===== src/rtl/capture_reg_arbiter.sv =====
// Round-robin arbiter sharing one WIDTH-bit capture register among NREQ requesters.
// Each access is one grant cycle (CAPTURE), then HOLD_CYCLES hold cycles, then one IDLE cycle.
module capture_reg_arbiter #(
   parameter int NREQ        = 4,
   parameter int WIDTH       = 8,
   parameter int HOLD_CYCLES = 2
) (
   input  logic                      clk,
   input  logic                      rst,
   input  logic [NREQ-1:0]           req,
   input  logic [NREQ*WIDTH-1:0]     wdata,
   output logic [NREQ-1:0]           gnt,
   output logic [WIDTH-1:0]          q,
   output logic [$clog2(NREQ)-1:0]   owner,
   output logic                      done,
   output logic                      busy
);

   localparam int IW = $clog2(NREQ);
   localparam int CW = (HOLD_CYCLES > 1) ? $clog2(HOLD_CYCLES) : 1;

   typedef enum logic [1:0] {IDLE, CAPTURE, HOLD} state_t;

   state_t            state_q, state_d;
   logic [IW-1:0]     ptr_q, ptr_d;
   logic [CW-1:0]     cnt_q, cnt_d;
   logic [NREQ-1:0]   gnt_d;
   logic [WIDTH-1:0]  q_d;
   logic [IW-1:0]     owner_d;
   logic              done_d;
   logic              busy_d;
   logic              found;
   logic [IW-1:0]     win;
   int                idx;

   // Scan ptr+1 .. ptr+NREQ with explicit wrap so non-power-of-2 NREQ never indexes past NREQ-1.
   always_comb begin
      found = 1'b0;
      win   = '0;
      idx   = 0;
      for (int i = 1; i <= NREQ; i++) begin
         idx = int'(ptr_q) + i;
         if (idx >= NREQ) idx = idx - NREQ;
         if (!found && req[idx]) begin
            found = 1'b1;
            win   = IW'(idx);
         end
      end
   end

   always_comb begin
      state_d = state_q;
      ptr_d   = ptr_q;
      cnt_d   = cnt_q;
      gnt_d   = gnt;
      q_d     = q;
      owner_d = owner;
      done_d  = 1'b0;
      case (state_q)
         IDLE: begin
            gnt_d = '0;
            if (found) begin
               state_d    = CAPTURE;
               gnt_d[win] = 1'b1;
               owner_d    = win;
               ptr_d      = win;
            end
         end
         CAPTURE: begin
            for (int k = 0; k < NREQ; k++)
               if (owner == IW'(k)) q_d = wdata[k*WIDTH +: WIDTH];
            if (!req[owner]) begin
               state_d = IDLE;
               gnt_d   = '0;
            end else begin
               state_d = HOLD;
               cnt_d   = CW'(HOLD_CYCLES - 1);
               done_d  = (HOLD_CYCLES == 1);
            end
         end
         HOLD: begin
            // done is registered, so it is raised on the edge that brings the counter to zero.
            if (!req[owner] || cnt_q == '0) begin
               state_d = IDLE;
               gnt_d   = '0;
            end else begin
               cnt_d  = cnt_q - CW'(1);
               done_d = (cnt_q == CW'(1));
            end
         end
         default: begin
            state_d = IDLE;
            gnt_d   = '0;
         end
      endcase
      busy_d = (state_d != IDLE);
   end

   always_ff @(posedge clk or posedge rst) begin
      if (rst) begin
         state_q <= IDLE;
         ptr_q   <= IW'(NREQ - 1);
         cnt_q   <= '0;
         gnt     <= '0;
         q       <= '0;
         owner   <= '0;
         done    <= 1'b0;
         busy    <= 1'b0;
      end else begin
         state_q <= state_d;
         ptr_q   <= ptr_d;
         cnt_q   <= cnt_d;
         gnt     <= gnt_d;
         q       <= q_d;
         owner   <= owner_d;
         done    <= done_d;
         busy    <= busy_d;
      end
   end

endmodule


===== config.mk =====
export PLATFORM = sky130hd
export DESIGN_NAME = capture_reg_arbiter
export DESIGN_NICKNAME = d
export VERILOG_FILES = /design/src/rtl/capture_reg_arbiter.sv
export SDC_FILE = /design/constraint.sdc
export NUM_CORES = 1
export LEC_CHECK = 0
export CORE_AREA = 2 2 54 56
export DETAILED_ROUTE_END_ITERATION = 7
export DIE_AREA = 0 0 56 58
export PLACE_DENSITY_LB_ADDON = 0.08
export RECOVER_POWER = 100
export SKIP_CTS_REPAIR_TIMING = 1
export SLEW_MARGIN = 20
export SYNTH_ARGS = -nofsm -noshare
export SYNTH_HDL_FRONTEND = slang
export SYNTH_SLANG_ARGS = --single-unit

===== constraint.sdc =====
create_clock -name clk -period 3.4 [get_ports clk]
set_clock_uncertainty 0.2 [all_clocks]
set_input_delay 0.68 -clock clk [delete_from_list [all_inputs] [get_ports clk]]
set_output_delay 0.68 -clock clk [all_outputs]
set_load 0.02 [all_outputs]

==> reports/results.tsv, run 1 <==
metric	value	unit
status	finished clean	
final.setup.tns	0	ps
drv_slew	0	
routed_wl	2.416	mm
die_w	56	µm
cts.sinks	21	
syn_area_per_cell	13.58	µm²
async_reset_ff_share	100.0	%
syn2layout_area_growth	50.90	%
hold_viol	0	
final_layout_size_suffix_gt1_share	13.33	%
power_density	780.5	nW/µm²
clkPwrFrac	9.1	%
drc	0	
path_cells	dlygate4sd3_1	
grt-ovfl-total	0	
grtUsageTotal	16.25	%
root_buffer	clkbuf_4	
fmax	381.8	MHz
p_leak	0.0007133	µW
ys.flop_type	dfrtp_1	
netlist_area	1114	µm²
dieArea	3248	µm²
vias	878	
critPathMaxFanout	11	
grt_pass1_wl	4.091	mm
antenna_found_initial	0	
grt_pass1_vias	922	
critical_path_class	reg -> out	
synthTopCellsByArea	dfrtp_1, mux4_1, mux2_2, dfstp_2, nand2_1	
hpwl	1.902	mm
ant_nets	0	
synth_cells	82	
power_frac_comb	53.4	%
seq_power_share	37.5	%
internal-power	808.1	µW
synth_warnings	0	
setup_viol	0	
synth_edf_count	0	
synth_common_cells	dfrtp_1, nand2_1, mux2_2, mux4_1, nor2_1	
cts_buffer_depth	2	
tightest_slew	787.4	ps
worst_ep_required_time	2520	ps
drt_iter0_markers	5	
grt_max_degree	22	
path_clk_slew	120	ps
end_kind	primary output	
hold_slack	303.9	ps
ios	54	
yosysSeqAreaShare	47.42	%
slowest_delay	750	ps
rsz0062_at_grt	no	
globalplace.congestion	0.7942	
min_period	2619	ps
worst_ep_arrival_time	1740	ps
switching_power	503.4	µW
synth_top_area_share	42.70	%
rows	19	
via_per_inst	5.289	
synth.most_common_cell	dfrtp_1	
clk-insertion-delay-late	300	ps
fill_cells	221	
syn-num-nets	120	
die_y	58	µm
nNetsFinal	174	
core_area	2663	µm²
ir_drop	0.6130	mV
relSlewSlack	47.40	%
path_buf_inv	1	
htreeDepth	1	
hold_class	reg -> reg	
multi_input_area	545.5	µm²
cp-start-kind	register	
synth_area_leader_cell	dfrtp_1	
p_sw_share	38.38	%
port_buffers	53	
cts_tree	built	
synth.ff_latch_count	21	
cap_violations	0	
path_delay_family	buffers and inverters	
wl_per_cell	14.55	µm
slowest_stage	dlygate4sd3_1	
ys_types	27	
diodes	0	
start_util	41.82	%
cts_buffers	3	
fin_crit_sh	77.03	%
drt_pass1_iterations	4	
seqCellArea	528.0	µm²
[routing by layer]
layer  wire length [µm]  up-vias  global-route usage [%]
met5                  0        -                       0
met4                 27        0                   5.102
met3                192        4                   4.911
met2               1208       30                   28.74
met1                988      425                   19.12
li1                   -      419                       -
[layout make-up]
cell class	count	area share (%)
Timing Repair Buffer	53	31.57
Sequential cell	21	31.42
Clock inverter	1	0.4468
Inverter	2	0.4468
Tap cell	31	2.308
Clock buffer	3	1.340
Multi-Input combinational cell	55	32.46
[registers in the layout, indices dropped and copies added, names as in the netlist]
name and flops:
q 8, gnt 4, owner 2, ptr_q 2, state_q 2, busy 1, cnt_q 1, done 1
[per-stage QoR]
stage          instance area [µm²]  total power, µW  utilization, %  std cells  setup WS [ps]
6_report                      1680             1312           63.11        166          781.0
5_1_grt                       1680             1413           63.11        166          664.2
4_1_cts                       1688             1379           63.39        166          773.2
3_5_place_dp                  1658             1256           62.27        162          994.8
3_3_place_gp                  1658             1243           62.27        162           1032
2_1_floorplan                 1114            966.8               -         82           1563
[power groups by stage]
stage,combinational (µW),sequential (µW),clock (µW)
2_1_floorplan,411,556,0
3_3_place_gp,741,502,0
3_5_place_dp,750,506,0
4_1_cts,754,501,125
5_1_grt,758,519,136
6_report,700,492,120
[final timing paths]
path | start | cells after the start | slack, ps | end
worst max register to register | owner[0]$_DFFE_PP0P_ | 3 | 1380 | gnt[2]$_DFFE_PP0P_
min in group asynchronous | rst | 2 | 730 | q[2]$_DFFE_PP0P_
worst min-delay path | gnt[3]$_DFFE_PP0P_ | 1 | 300 | gnt[3]$_DFFE_PP0P_
worst max-delay path | owner[0]$_DFFE_PP0P_ | 1 | 780 | owner[0]
worst min register to register | gnt[3]$_DFFE_PP0P_ | 1 | 300 | gnt[3]$_DFFE_PP0P_
max in group asynchronous | rst | 2 | 1800 | done$_DFF_PP0_
[kinds of logic (layout without fill, tap and decap cells)]
| kind of cell | after synthesis | count (layout) | synth area share, % |
|---|---|---|---|
| mux | 18 | 18 | 29.89 |
| compound gates | 14 | 14 | 10.11 |
| buf+inv | 6 | 59 | 2.919 |
| flops | 21 | 21 | 47.42 |
| simple gates | 23 | 23 | 9.664 |
[cell usage in the layout (no fill, tap or decap)]
cell type,Yosys,layout
clkdlybuf4s50_1,0,35
dfrtp_1,19,19
dlygate4sd3_1,0,18
nand2_1,9,9
mux4_1,8,8
mux2_2,8,8
nor2_1,7,7
a21oi_1,5,5
nand2b_1,3,3
clkbuf_4,0,3
nor2b_1,2,2
o2bb2ai_1,2,2
dfstp_2,2,2
mux4_2,1,1
o21a_1,0,1
mux2i_1,1,1
o221a_2,1,1
a21o_1,1,1
nand3b_1,1,1
a31o_2,1,1
a211o_1,1,1
clkinv_1,1,1
or2b_2,1,1
inv_1,1,1
a22o_1,1,1
a32o_1,1,1
clkinvlp_4,0,1
Power figures use the tool's default switching activity.
==> run 2: changes to the inputs <==
Settings changed: CORE_AREA 2 2 54 56 to 2 2 59 61, DIE_AREA 0 0 56 58 to 0 0 61 63.
Clock period 3.4 ns to 2.3 ns, I/O delays scaled along.
==> run 2 against run 1 <==
Compared with the run above:
- global-route usage is 1.8 points lower
- core utilization down 9.8 points
- cell count grew 11%
- critical path type unchanged
- critical endpoint unchanged
- largest cell class is now non-clock buffers
- largest power group unchanged
==> reports/results.tsv, run 2 (synthesized netlist as in run 1, its figures left out) <==
metric	value	unit
cts_buffers	3	
worst_ep_required_time	1640	ps
power_density	1153	nW/µm²
routed_wl	2.566	mm
drc	0	
cts_buffer_depth	2	
critPathMaxFanout	4	
core_area	3232	µm²
min_period	2131	ps
rows	21	
stdcell_count	185	
critical_path_class	reg -> out	
setup_viol	0	
stdcell_area	1723	µm²
root_buffer	clkbuf_4	
die_w	61	µm
dieArea	3843	µm²
largest_reg_flops	8	
wl_per_cell	13.87	µm
dp.cells	181	
path_clk_slew	120	ps
ant_nets	0	
fill_cells	297	
cap_violations	0	
p_leak	0.0007329	µW
setup_slack	168.7	ps
clk-insertion-delay-late	300	ps
grt_max_degree	14	
dpl_cell_area	1707	µm²
nNetsFinal	178	
drt_iter0_markers	7	
final_layout_size_suffix_gt1_share	15.11	%
drv_slew	0	
slowest_stage	dlygate4sd3_1	
hold_class	reg -> reg	
path_delay_family	buffers and inverters	
layout_commonest_cell	clkdlybuf4s50_1	
antenna_found_initial	0	
final.setup.tns	0	ps
cts.sinks	21	
cts_tree	built	
fmax	469.2	MHz
grt-ovfl-total	0	
hpwl	2.077	mm
multi_input_area	545.5	µm²
cp-start-kind	register	
final_cell_mix	clkdlybuf4s50_1, dfrtp_1, dlygate4sd3_1, nand2_1	
drt_pass1_iterations	4	
via_per_inst	4.708	
tightest_slew	496.4	ps
place_ws	106.1	ps
ir_drop	0.5982	mV
grtUsageTotal	14.41	%
slowest_delay	710	ps
regMostFlops	q	
relSlewSlack	66.87	%
end_kind	primary output	
grt_pass1_wl	4.077	mm
start_util	34.46	%
ios	54	
worst_ep_arrival_time	1470	ps
diodes	0	
globalplace.congestion	0.7821	
status	finished clean	
rsz0062_at_grt	no	
seqCellArea	528.0	µm²
path_cells	dlygate4sd3_1	
syn2layout_area_growth	54.72	%
hold_viol	0	
vias	871	
port_buffers	53	
largest_registers	q: 8 flops, gnt: 4 flops	
grt_pass1_vias	911	
path_buf_inv	1	
die_y	63	µm
fin_crit_sh	92.67	%
htreeDepth	1	
[run 2: changes by cell type in the layout (fill, tap and decap cells not counted)]
cell and change:
clkbuf_1 +1, clkinvlp_4 -1, buf_4 +3, clkinv_2 +1
[run 2: cell type report]
class | instances | area share [%]
repair buffers | 57 | 32.32
clock buffers | 3 | 1.307
multi-input cells | 55 | 31.66
well taps | 46 | 3.341
clock inverters | 1 | 0.2905
flip-flops and latches | 21 | 30.65
inverters | 2 | 0.4357
[run 2: path summary, 6_finish.rpt]
check,from,endpoint,slack [ps],cells past startpoint
max in group asynchronous,rst,q[2]$_DFFE_PP0P_,720,3
worst min-delay path,gnt[3]$_DFFE_PP0P_,gnt[3]$_DFFE_PP0P_,300,1
worst min register to register,gnt[3]$_DFFE_PP0P_,gnt[3]$_DFFE_PP0P_,300,1
min in group asynchronous,rst,q[0]$_DFFE_PP0P_,400,2
worst max-delay path,owner[0]$_DFFE_PP0P_,owner[0],170,1
worst max register to register,owner[0]$_DFFE_PP0P_,q[4]$_DFFE_PP0P_,420,3
[run 2: metal layers]
metal | vias up | share of wire, % | GRT usage (%)
li1 | 425 | - | -
met1 | 416 | 41 | 16.64
met2 | 28 | 51 | 25.13
met3 | 2 | 7.2 | 4.762
met4 | 0 | 0.58 | 3.261
met5 | - | 0 | 0
[run 2: power by group]
part / internal (µW) / switching [µW] / total (µW)
Sequential: 561 / 110 / 671
Combinational: 602 / 541 / 1140
Clock: 64.8 / 107 / 171
[run 2: per-stage QoR]
step,hold WS [ps],util (%),total power [µW]
3_5_place_dp,279.4,52.81,1918
5_1_grt,325.0,53.31,2124
4_1_cts,285.1,53.66,2094
6_report,302.4,53.31,1986
3_3_place_gp,280.8,52.81,1897
2_1_floorplan,235.0,-,1429
==> run 3: changes to the inputs <==
Settings changed: CTS_CLUSTER_SIZE from default to 8, SKIP_CTS_REPAIR_TIMING 1 to default.
==> results of run 3 <==
The final DEF is identical to that of run 2; final timing and power are the same.
